--- config.mk ---
export PLATFORM = sky130hd
export DESIGN_NAME = option_fifo_sched
export DESIGN_NICKNAME = d
export VERILOG_FILES = /design/src/rtl/nonogram_pkg.sv /design/src/rtl/pass_tracker.sv /design/src/rtl/option_fifo_sched.sv
export SDC_FILE = /design/constraint.sdc
export NUM_CORES = 1
export LEC_CHECK = 0
export ABC_CLOCK_PERIOD_IN_PS = 9410
export CORE_MARGIN = 1.5
export CORE_UTILIZATION = 60
export DETAILED_ROUTE_END_ITERATION = 8
export PLACE_DENSITY = 0.95
export SLEW_MARGIN = 25
export SYNTH_ARGS = -nofsm -noshare
export SYNTH_HDL_FRONTEND = slang
export SYNTH_HIERARCHICAL = 1
export SYNTH_SLANG_ARGS = --single-unit
--- constraint.sdc ---
create_clock -name clk_100mhz -period 9.41 [get_ports clk_100mhz]
set_input_delay 1.4115 -clock clk_100mhz [delete_from_list [all_inputs] [get_ports clk_100mhz]]
set_output_delay 1.4115 -clock clk_100mhz [all_outputs]
set_load 0.01 [all_outputs]
--- src/rtl/nonogram_pkg.sv ---
// Shared types and defaults for the option FIFO scheduler.
package nonogram_pkg;

  localparam int unsigned OPT_WIDTH  = 16;
  localparam int unsigned FIFO_DEPTH = 1024;

  typedef enum logic [1:0] {
    PhaseIdle  = 2'd0,
    PhaseLoad  = 2'd1,
    PhaseSolve = 2'd2,
    PhaseDrain = 2'd3
  } phase_t;

endpackage

--- src/rtl/pass_tracker.sv ---
// Counts solver passes over the option FIFO and raises a sticky stall flag
// once STALL_PASSES consecutive passes put back as many words as they consumed.
module pass_tracker #(
  parameter int unsigned PASS_W       = 16,
  parameter int unsigned STALL_PASSES = 2,
  parameter int unsigned OCC_W        = 11
) (
  input  logic              clk_100mhz,
  input  logic              rst,
  input  logic              solve_entry,
  input  logic [OCC_W-1:0]  entry_occ,
  input  logic              active,
  input  logic              rd_acc,
  input  logic              wr_acc,
  output logic [PASS_W-1:0] pass_count,
  output logic              stall
);

  logic [PASS_W-1:0] pass_len_q, pass_len_d;
  logic [PASS_W-1:0] reads_left_q, reads_left_d;
  logic [PASS_W-1:0] pass_writes_q, pass_writes_d;
  logic [PASS_W-1:0] same_cnt_q, same_cnt_d;
  logic [PASS_W-1:0] pass_count_q, pass_count_d;
  logic              stall_q, stall_d;

  logic [PASS_W-1:0] entry_len;
  logic [PASS_W-1:0] writes_total;
  logic              pass_done;

  assign entry_len    = PASS_W'(entry_occ);
  // A put-back in the same cycle as the pass's last read still belongs to that pass.
  assign writes_total = pass_writes_q + PASS_W'(wr_acc);
  assign pass_done    = active & rd_acc & (reads_left_q == PASS_W'(1));

  always_comb begin
    pass_len_d    = pass_len_q;
    reads_left_d  = reads_left_q;
    pass_writes_d = pass_writes_q;
    same_cnt_d    = same_cnt_q;
    pass_count_d  = pass_count_q;
    if (solve_entry) begin
      pass_len_d    = entry_len;
      reads_left_d  = entry_len;
      pass_writes_d = '0;
    end else if (active) begin
      if (pass_done) begin
        pass_count_d = (pass_count_q == '1) ? pass_count_q : pass_count_q + PASS_W'(1);
        if (writes_total == pass_len_q) begin
          same_cnt_d = (same_cnt_q == '1) ? same_cnt_q : same_cnt_q + PASS_W'(1);
        end else begin
          same_cnt_d = '0;
        end
        pass_len_d    = writes_total;
        reads_left_d  = writes_total;
        pass_writes_d = '0;
      end else begin
        if (rd_acc && (reads_left_q != '0)) begin
          reads_left_d = reads_left_q - PASS_W'(1);
        end
        if (wr_acc) begin
          pass_writes_d = writes_total;
        end
      end
    end
    stall_d = stall_q | (same_cnt_d >= PASS_W'(STALL_PASSES));
  end

  always_ff @(posedge clk_100mhz) begin
    if (rst) begin
      pass_len_q    <= '0;
      reads_left_q  <= '0;
      pass_writes_q <= '0;
      same_cnt_q    <= '0;
      pass_count_q  <= '0;
      stall_q       <= 1'b0;
    end else begin
      pass_len_q    <= pass_len_d;
      reads_left_q  <= reads_left_d;
      pass_writes_q <= pass_writes_d;
      same_cnt_q    <= same_cnt_d;
      pass_count_q  <= pass_count_d;
      stall_q       <= stall_d;
    end
  end

  assign pass_count = pass_count_q;
  assign stall      = stall_q;

endmodule

--- src/rtl/option_fifo_sched.sv ---
// Phase sequencer, write-port mux and occupancy keeper for the shared option FIFO.
// Define OPTFIFO_HWM_EN to add the hwm (occupancy high-water mark) output.
module option_fifo_sched
  import nonogram_pkg::*;
#(
  parameter int unsigned WIDTH        = OPT_WIDTH,
  parameter int unsigned DEPTH        = FIFO_DEPTH,
  parameter int unsigned PASS_W       = 16,
  parameter int unsigned STALL_PASSES = 2
) (
  input  logic                       clk_100mhz,
  input  logic                       rst,
  input  logic                       parse_wr,
  input  logic [WIDTH-1:0]           parse_din,
  input  logic                       board_parsed,
  input  logic                       solve_wr,
  input  logic [WIDTH-1:0]           solve_din,
  input  logic                       solve_rd,
  input  logic                       board_solved,
  input  logic                       assembled,
  input  logic                       fifo_full,
  input  logic                       fifo_empty,
  output logic                       fifo_wr_en,
  output logic [WIDTH-1:0]           fifo_din,
  output logic                       fifo_rd_en,
  output logic [1:0]                 phase,
  output logic [$clog2(DEPTH+1)-1:0] occupancy,
  output logic [PASS_W-1:0]          pass_count,
  output logic                       stall,
  output logic                       overflow_err
`ifdef OPTFIFO_HWM_EN
  ,
  output logic [$clog2(DEPTH+1)-1:0] hwm
`endif
);

  localparam int unsigned OccW = $clog2(DEPTH + 1);

  phase_t state_q, state_d;

  logic             granted_wr;
  logic [WIDTH-1:0] granted_din;
  logic             rd_allow;
  logic             wr_acc, rd_acc;
  logic [OccW-1:0]  occ_q, occ_d;
  logic             ovf_q, ovf_d;
  logic             solve_entry;

  always_ff @(posedge clk_100mhz) begin
    if (rst) begin
      state_q <= PhaseIdle;
    end else begin
      state_q <= state_d;
    end
  end

  always_comb begin
    state_d = state_q;
    unique case (state_q)
      PhaseIdle:  if (parse_wr)     state_d = PhaseLoad;
      PhaseLoad:  if (board_parsed) state_d = PhaseSolve;
      PhaseSolve: if (board_solved) state_d = PhaseDrain;
      PhaseDrain: if (assembled)    state_d = PhaseIdle;
    endcase
  end

  // IDLE already grants the parser so the word that starts LOAD is not lost.
  always_comb begin
    granted_wr  = 1'b0;
    granted_din = '0;
    rd_allow    = 1'b0;
    unique case (state_q)
      PhaseIdle, PhaseLoad: begin
        granted_wr  = parse_wr;
        granted_din = parse_din;
      end
      PhaseSolve: begin
        granted_wr  = solve_wr;
        granted_din = solve_din;
        rd_allow    = 1'b1;
      end
      PhaseDrain: begin
        granted_wr = 1'b0;
      end
    endcase
  end

  assign wr_acc     = granted_wr & ~fifo_full;
  assign rd_acc     = solve_rd & ~fifo_empty & rd_allow;
  assign fifo_wr_en = wr_acc;
  assign fifo_din   = granted_din;
  assign fifo_rd_en = rd_acc;
  assign phase      = state_q;

  always_comb begin
    occ_d = occ_q;
    if (wr_acc && !rd_acc && (occ_q != OccW'(DEPTH))) begin
      occ_d = occ_q + OccW'(1);
    end else if (rd_acc && !wr_acc && (occ_q != '0)) begin
      occ_d = occ_q - OccW'(1);
    end
    ovf_d = ovf_q | (granted_wr & fifo_full);
  end

  always_ff @(posedge clk_100mhz) begin
    if (rst) begin
      occ_q <= '0;
      ovf_q <= 1'b0;
    end else begin
      occ_q <= occ_d;
      ovf_q <= ovf_d;
    end
  end

  assign occupancy    = occ_q;
  assign overflow_err = ovf_q;

  // Pass length is sampled from next-cycle occupancy so a write coincident
  // with board_parsed is counted in the first pass.
  assign solve_entry = (state_q == PhaseLoad) & board_parsed;

  pass_tracker #(
    .PASS_W      (PASS_W),
    .STALL_PASSES(STALL_PASSES),
    .OCC_W       (OccW)
  ) u_pass_tracker (
    .clk_100mhz (clk_100mhz),
    .rst        (rst),
    .solve_entry(solve_entry),
    .entry_occ  (occ_d),
    .active     (state_q == PhaseSolve),
    .rd_acc     (rd_acc),
    .wr_acc     (wr_acc),
    .pass_count (pass_count),
    .stall      (stall)
  );

`ifdef OPTFIFO_HWM_EN
  logic [OccW-1:0] hwm_q;

  always_ff @(posedge clk_100mhz) begin
    if (rst) begin
      hwm_q <= '0;
    end else if (occ_q > hwm_q) begin
      hwm_q <= occ_q;
    end
  end

  assign hwm = hwm_q;
`endif

endmodule

==> metrics.csv <==
metric,value,unit
max_stage_delay,0.56,ns
clock.fmax,192.0,MHz
drtAntennaViolNets,0,
grt.overflow.total,0,
ys_seq_area_frac,0.2990,
hpwl,12340,um
syn_avg_cell_area,7.891,um^2
ios,91,
netlist_area,6360,um^2
drive_above_1_share,0.08111,
finalSetupViolations,0,
hold_class,reg2reg,
htreeDepth,3,
grt_pass1_vias,6020,
finalHoldViolCount,0,
grt_setup_unrepaired,no,
hold_buffers,0,
crit_fanout,15,
clock_path_buffers,2,
die_y,106.0,um
setup_tns,0,ns
hold_ws,0.4838,ns
vias,6249,
fin_cells,999,
fillers,762,
layout_common_cells,"nor2_1 (106), dfxtp_1 (95), clkdlybuf4s50_1 (89)",
drt_first_pass_iters,5,
fin_crit_sh,0.5534,
finish.utilization,0.7142,
final.min_clock_period,5.208,ns
die-area,11230,um^2
ir_drop,0.1655,mV
synth_largest_area_cell,dfxtp_1,
n_antenna_cell,0,
synth_top_area_share,0.2990,
nets,913,
ctsResizeCount,0,
ys_async_sr_fraction,0,
cts_tree,built,
placedCellCount,983,
wl_per_cell,17.19,um
mostFrequentLayoutCell,nor2_1,
slew_headroom,0.4273,
root_buffer,clkbuf_8,
path_clk_slew,0.09,ns
cts_setup_buffers,0,
dp_slack,3.892,ns
crit_arrival,5.50,ns
worst_setup_path_start_kind,input pin,
core,10320,um^2
crit_required,9.70,ns
fp-row-count,37,
synth_edf_count,0,
path_cells,clkdlybuf4s50_1 > or4b_1 > and2_4 > clkinv_4 > ha_1 > ha_1 > and3_2 > nand4_1 > a2bb2oi_1 > nand4_1 > or4_1 > or2_1 > a21o_4 > a211oi_2,
start_util,0.6160,
crit_path_end_kind,flip-flop,
grt_start_max_net_pins,64,
syn-num-nets,861,
tightest_slew,0.8582,ns
drt_iter0_markers,577,
grt_pass1_wl,28340,um
slew_violations,0,
clock_latency,0.37,ns
p_leak,2.637,nW
port_buffers,90,
finalWirelength,17180,um
ys.flop_type,dfxtp_1,
drt-vias-per-instance,6.255,
area.growth.synth_to_final,15.94,%
status,finished clean,
worst_path_max_delay_cell,or4b_1,
gp_congestion,0.9368,
die_w,106.0,um
setup_slack,4.202,ns
synth_cell_types,84,
numClockSinks,95,
synth_seq_cells,95,
max_cap_viol_count,0,
antenna_found_initial,0,
netlist_instances,806,
drc,0,
powerDensity,154.3,nW/um^2
cts_inserted_buffers,9,
skew,0.01010,ns
crit_type,in2reg,
grt_usage,0.3119,
synth_area_leaders,"dfxtp_1 (30%), nor2_1 (6.3%), a21oi_1 (4.6%), xor2_1 (4.1%), xnor2_1 (4.0%)",
ys_warn_count,6,
[cell type report]
class,count,area (um^2),share of cell area
multi-input combinational,635,4105,0.5568
sequential,95,1902,0.2579
timing repair buffer,95,933.4,0.1266
tap,136,170.2,0.02308
clock buffer,12,155.1,0.02104
inverter,22,87.58,0.01188
clock inverter,4,20.02,0.002715
[Yosys cell counts (4+ instances only)]
cell and instances:
mux2_2 5, or4_1 5, a211oi_1 4, nand3_1 31, or2_2 8, nand3b_1 11
nor4b_1 4, nor2_4 4, nand2b_1 13, inv_1 21, and3_1 11, nand2_1 55
buf_6 6, and2_1 5, nor2_1 107, nor3_1 22, mux2i_1 14, xnor2_1 29
a22o_1 4, dfxtp_1 95, nor2b_1 12, a21o_1 6, a31oi_1 4, a22oi_1 28
clkbuf_1 43, nor4_1 11, ha_1 13, nand4_1 20, or3_1 5, o21ai_0 32
and4_1 11, a21oi_1 58, nor2_2 7, xor2_1 30
[where the power goes]
group,switching [W],internal (W)
Clock,0.000139,0.000109
Sequential,0.0000236,0.000416
Combinational,0.000257,0.000192
Total,0.000420,0.000718
[final timing paths]
kind / startpoint / slack, ns / end / depth (start not counted)
max reg2reg: phase[1] / 4.79 / u_pass_tracker/same_cnt_q[15] / 14
max: fifo_full / 4.20 / u_pass_tracker/same_cnt_q[15] / 14
min: u_pass_tracker/pass_len_q[1] / 0.48 / u_pass_tracker/pass_len_q[1] / 2
min reg2reg: u_pass_tracker/pass_len_q[1] / 0.48 / u_pass_tracker/pass_len_q[1] / 2
[registers in the layout, summed over array words and instances, names as in the netlist]
name and flops:
u_pass_tracker/pass_writes_q 16, u_pass_tracker/reads_left_q 16, occupancy 11, u_pass_tracker/pass_count 16
u_pass_tracker/stall 1, overflow_err 1, u_pass_tracker/same_cnt_q 16, phase 2
u_pass_tracker/pass_len_q 16
[logic make-up (layout without fill, tap and decap cells)]
| kind of cell | Yosys count | in the layout | share of synthesized area |
|---|---|---|---|
| AND/OR/NAND/NOR | 362 | 362 | 0.3108 |
| XOR/XNOR | 60 | 60 | 0.08479 |
| flip-flops | 95 | 95 | 0.2990 |
| multiplexers | 24 | 24 | 0.04092 |
| AO/OA/AOI/OAI | 176 | 176 | 0.1830 |
| adder cells (fa/ha/maj) | 13 | 13 | 0.02558 |
| buffers and inverters | 76 | 133 | 0.05587 |
[metal layers]
layer / routed length (um) / up-vias / track usage / part of all wire
met5: 0 / - / 0 / 0
met4: 583 / 0 / 0.1564 / 0.034
met3: 1349 / 47 / 0.05702 / 0.079
met2: 8350 / 321 / 0.5260 / 0.49
met1: 6891 / 2898 / 0.3812 / 0.40
li1: - / 2983 / - / -
[critical path: cells and delay by family]
family          cells  cell delay [ns]
simple gates        7             2.30
buf+inv             2             0.57
compound gates      3             0.76
fa+ha+maj           2             0.44
[through the flow]
stage	area, um^2	total power, W
2_1_floorplan	6360	0.0007049
3_3_place_gp	7198	0.0008825
3_5_place_dp	7198	0.0008905
4_1_cts	7373	0.001136
5_1_grt	7373	0.001198
6_report	7373	0.001137
Note: power is estimated with default switching activity, not from simulation.
